<file path="src/rtl/sync_fifo_pkg.sv">
// sync_fifo shared sizing helpers and default flag offsets.
// Optional error flags are enabled with `define SYNC_FIFO_ERR_EN.
package sync_fifo_pkg;

  localparam int AF_OFFSET = 2;
  localparam int AE_DEFAULT = 2;

  function automatic int ptr_w(input int depth);
    return (depth > 1) ? $clog2(depth) : 1;
  endfunction

  function automatic int cnt_w(input int depth);
    return $clog2(depth + 1);
  endfunction

endpackage

</file>
<file path="src/rtl/sync_fifo_ram.sv">
// sync_fifo storage: DEPTH x DATA_W array with registered read.
// Array is never reset; only the read register clears on rst.
module sync_fifo_ram
  import sync_fifo_pkg::*;
#(
  parameter int DATA_W = 8,
  parameter int DEPTH  = 90
) (
  input  logic                     clk,
  input  logic                     rst,
  input  logic                     we,
  input  logic [ptr_w(DEPTH)-1:0]  waddr,
  input  logic [DATA_W-1:0]        wdata,
  input  logic                     re,
  input  logic [ptr_w(DEPTH)-1:0]  raddr,
  output logic [DATA_W-1:0]        rdata
);

  logic [DATA_W-1:0] mem [DEPTH];

  always_ff @(posedge clk) begin
    if (we) begin
      mem[waddr] <= wdata;
    end
  end

  always_ff @(posedge clk) begin
    if (rst) begin
      rdata <= '0;
    end else if (re) begin
      rdata <= mem[raddr];
    end
  end

endmodule

</file>
<file path="src/rtl/sync_fifo.sv">
// Single-clock FIFO: wrap pointers, occupancy count, level flags.
// Sticky overflow/underflow exist only with `define SYNC_FIFO_ERR_EN.
module sync_fifo
  import sync_fifo_pkg::*;
#(
  parameter int DATA_W = 8,
  parameter int DEPTH  = 90,
  parameter int AF_LVL = DEPTH - AF_OFFSET,
  parameter int AE_LVL = AE_DEFAULT
) (
  input  logic                     clk,
  input  logic                     rst,
  input  logic                     wr_en,
  input  logic [DATA_W-1:0]        wr_data,
  input  logic                     rd_en,
  output logic [DATA_W-1:0]        rd_data,
  output logic                     rd_valid,
  output logic [cnt_w(DEPTH)-1:0]  count,
  output logic                     full,
  output logic                     empty,
  output logic                     almost_full,
  output logic                     almost_empty,
  output logic                     overflow,
  output logic                     underflow
);

  localparam int PW = ptr_w(DEPTH);
  localparam int CW = cnt_w(DEPTH);

  localparam logic [CW-1:0] FULL_C = CW'(DEPTH);
  localparam logic [CW-1:0] AF_C   = CW'(AF_LVL);
  localparam logic [CW-1:0] AE_C   = CW'(AE_LVL);
  localparam logic [PW-1:0] LAST   = PW'(DEPTH - 1);

  logic [PW-1:0] wr_ptr;
  logic [PW-1:0] rd_ptr;
  logic          wr_acc;
  logic          rd_acc;

  // Non power-of-2 depth: wrap explicitly at DEPTH-1.
  function automatic logic [PW-1:0] inc(
    input logic [PW-1:0] p
  );
    return (p == LAST) ? '0 : p + 1'b1;
  endfunction

  assign full         = (count == FULL_C);
  assign empty        = (count == '0);
  assign almost_full  = (count >= AF_C);
  assign almost_empty = (count <= AE_C);

  assign wr_acc = wr_en && !full && !rst;
  assign rd_acc = rd_en && !empty && !rst;

  always_ff @(posedge clk) begin
    if (rst) begin
      wr_ptr   <= '0;
      rd_ptr   <= '0;
      count    <= '0;
      rd_valid <= 1'b0;
    end else begin
      rd_valid <= rd_acc;
      if (wr_acc) begin
        wr_ptr <= inc(wr_ptr);
      end
      if (rd_acc) begin
        rd_ptr <= inc(rd_ptr);
      end
      unique case (1'b1)
        (wr_acc && !rd_acc): count <= count + 1'b1;
        (rd_acc && !wr_acc): count <= count - 1'b1;
        default:             count <= count;
      endcase
    end
  end

`ifdef SYNC_FIFO_ERR_EN
  always_ff @(posedge clk) begin
    if (rst) begin
      overflow  <= 1'b0;
      underflow <= 1'b0;
    end else begin
      if (wr_en && full) begin
        overflow <= 1'b1;
      end
      if (rd_en && empty) begin
        underflow <= 1'b1;
      end
    end
  end
`else
  assign overflow  = 1'b0;
  assign underflow = 1'b0;
`endif

  sync_fifo_ram #(
    .DATA_W (DATA_W),
    .DEPTH  (DEPTH)
  ) u_ram (
    .clk   (clk),
    .rst   (rst),
    .we    (wr_acc),
    .waddr (wr_ptr),
    .wdata (wr_data),
    .re    (rd_acc),
    .raddr (rd_ptr),
    .rdata (rd_data)
  );

endmodule

</file>
<file path="config.mk">
export PLATFORM = sky130hd
export DESIGN_NAME = sync_fifo
export DESIGN_NICKNAME = d
export VERILOG_FILES = /design/src/rtl/sync_fifo_pkg.sv /design/src/rtl/sync_fifo_ram.sv /design/src/rtl/sync_fifo.sv
export SDC_FILE = /design/constraint.sdc
export NUM_CORES = 1
export LEC_CHECK = 0
export ABC_AREA = 1
export ABC_CLOCK_PERIOD_IN_PS = 8250
export CAP_MARGIN = 20
export CELL_PAD_IN_SITES_DETAIL_PLACEMENT = 1
export CELL_PAD_IN_SITES_GLOBAL_PLACEMENT = 1
export CORE_MARGIN = 1.5
export CORE_UTILIZATION = 55
export CTS_CLUSTER_DIAMETER = 40
export DETAILED_ROUTE_END_ITERATION = 10
export GPL_ROUTABILITY_DRIVEN = 0
export GPL_TIMING_DRIVEN = 0
export PLACE_DENSITY_LB_ADDON = 0.1
export REMOVE_ABC_BUFFERS = 1
export SLEW_MARGIN = 15
export SYNTH_ARGS = -nofsm -noshare
export SYNTH_HDL_FRONTEND = slang
export SYNTH_HIERARCHICAL = 1
export SYNTH_SLANG_ARGS = --single-unit
</file>
<file path="constraint.sdc">
create_clock -name clk -period 8.25 [get_ports clk]
set_input_delay 2.475 -clock clk [delete_from_list [all_inputs] [get_ports clk]]
set_output_delay 2.475 -clock clk [all_outputs]
set_load 0.03 [all_outputs]
</file>
==> results_dict.tcl <==
set metrics [dict create \
    tightestPinTransition_ns 1.08 \
    post-cts-setup-buffer-count 0 \
    drt_pass1_iterations 5 \
    start_util_pct 56.0 \
    syn_area_um2 31800 \
    hold_viol_final 0 \
    diodes 0 \
    hold_slack_ns 0.556 \
    num_rows 87 \
    wl_met3_um 5800 \
    layout-drive-gt1-share_pct 9.57 \
    worstPathArrival_ns 5.13 \
    most-common-layout-cells "nand2_1, edfxtp_1, nand3_1" \
    die_width_um 243 \
    post-route-min-period_ns 4.87 \
    avgSynthCellArea_um2 11.1 \
    grt_pass1_vias 24500 \
    drc_errors 0 \
    slew_headroom_pct 27.6 \
    grt.overflow.total 0 \
    grt_max_degree 179 \
    hpwlAfterDp_um 52000 \
    syn2layout_area_growth_pct 14.8 \
    numCtsBuffers 109 \
    critPathKind "in2reg" \
    cts_tree "yes" \
    clkTransAtPathRegs_ns 0.05 \
    status "finished clean" \
    place.port_buffers 31 \
    yosysUniqueCellTypes 35 \
    ys_warn_count 6 \
    drt_iter0_markers 2047 \
    drv_slew 0 \
    period_share_pct 59.0 \
    die_area_um2 59200 \
    wire_per_inst_um 25.6 \
    min_path_type "reg2reg" \
    core_area_um2 56700 \
    maxCapViolations 0 \
    num-nets-final 2885 \
    finClkSkew_ns 0.0262 \
    yosys-top-cells-area "edfxtp_1, nand2_1, nand3_1, nor2_1, dfxtp_1" \
    required_ns 8.51 \
    route.final.wire_length_um 95100 \
    die_y_um 243 \
    yosysSeqAreaShare_pct 70.0 \
    ant_nets 0 \
    worstPathCellList "buf_2 -> inv_4 -> nand3_4 -> inv_6 -> nand2_1 -> nor2_1" \
    cts_sinks 750 \
    cp-start-kind "input pin" \
    crit_slowest_cell "nor2_1" \
    antenna_found_initial 3 \
    peakVddDrop_uv 276 \
    io-pin-count 34 \
    syn_inst 2857 \
    yosysTopAreaCellShare_pct 68.1 \
    path_max_fanout 17 \
    leakage_nw 13.3 \
    setup_viol 0 \
    crit_path_end_kind "flip-flop" \
    clockRootBuffer "clkbuf_16" \
    power-per-cell-area_nw_per_um2 273 \
    placed_area_um2 32600 \
    vias_per_cell 6.06 \
    fin_area_um2 36400 \
    dr_wl_met2_um 48300 \
    synth_area_leader_cell "edfxtp_1" \
    slowest_delay_ns 1.08 \
    ys_seq_elements 750 \
    max_freq_mhz 205 \
    track_usage_pct 32.4 \
    highest_layer "met5" \
    clock_latency_ns 0.67 \
    hold_buffers 0 \
    drt-met1-wl_um 37300 \
    cts_buffer_depth 3 \
    vias 22500 \
    htreeDepth 3 \
    rsz0062_at_grt "false" \
    grt_pass1_wl_um 145000 \
    final_common_cell "nand2_1" \
    ctsResizeCount 0 \
]
critical path: cells and delay by family:
kind | cells | cell delay (ns)
buf+inv | 3 | 0.74
simple gates | 3 | 1.89
final cells by class:
class	instances	area [µm²]
clock inverter	91	1100
timing repair buffer	55	878
sequential	750	22200
clock buffer	115	2770
inverter	115	470
fill	5705	20300
tap	756	946
multi-input combinational	1831	8040
stage by stage:
stage	utilization, %	cells	setup TNS [ns]	total power [mW]	setup WS [ns]
3_5_place_dp	57.4	3506	0	5.12	1.89
2_1_floorplan	-	2696	-16.48	4.84	-2.07
5_1_grt	64.3	3713	0	10.2	3.31
6_report	64.3	3713	0	9.97	3.38
4_1_cts	64.2	3712	0	10.0	2.55
3_3_place_gp	56.4	3483	-122.14	5.22	-11.83
path summary, 6_finish.rpt:
check                               startpoint          endpoint  cells past startpoint  slack [ns]
worst min register to register  u_ram/rdata[2]    u_ram/rdata[2]                      2        0.56
worst max register to register       rd_ptr[0]    u_ram/rdata[1]                     14        4.58
worst max-delay path                       rst  u_ram/mem[69][7]                      6        3.38
worst min-delay path            u_ram/rdata[2]    u_ram/rdata[2]                      2        0.56
report_power, final:
part	leakage, nW	internal [mW]	total (mW)	switching, mW
sequential	6.72	4.19	4.22	0.0305
clock	1.86	3.03	4.89	1.87
combinational	4.75	0.240	0.857	0.617
cells in the mapped netlist (all sizes together):
library cell and instances:
or2 1, a2111oi 1, xor2 5, nand2 952, inv 115, fa 1
clkbuf 32, o21bai 1, edfxtp 720, o211ai 17, nor3 10, a21oi 31
conb 1, nor2 183, ha 10, o21ai 46, buf 130, nand3b 2
nand4 2, xnor2 3, dfxtp 30, nand3 564
metal layers:
layer / vias to the layer above / GRT usage (%)
met4: 6 / 14.6
li1: 9904 / -
met1: 11500 / 40.8
met5: - / 0
met2: 857 / 55.6
met3: 241 / 4.89
cells by family (layout without fill, tap and decap cells):
logic type               Yosys count  in the layout  share of synthesized area (%)
other                              1              2                         0.0118
buffers and inverters            277            376                           4.70
XOR/XNOR                           8              8                          0.221
AND/OR/NAND/NOR                 1714           1714                           22.8
AO/OA/AOI/OAI                     96             96                           1.84
flip-flops                       750            750                           70.0
adder cells (fa/ha/maj)           11             11                          0.457
registers in the layout, indices dropped and copies added, names as in the netlist:
| register | flops |
|---|---|
| wr_ptr | 7 |
| count | 7 |
| u_ram/rdata | 8 |
| u_ram/mem | 720 |
| rd_ptr | 7 |
| rd_valid | 1 |
(Power assumes the default switching activity.)
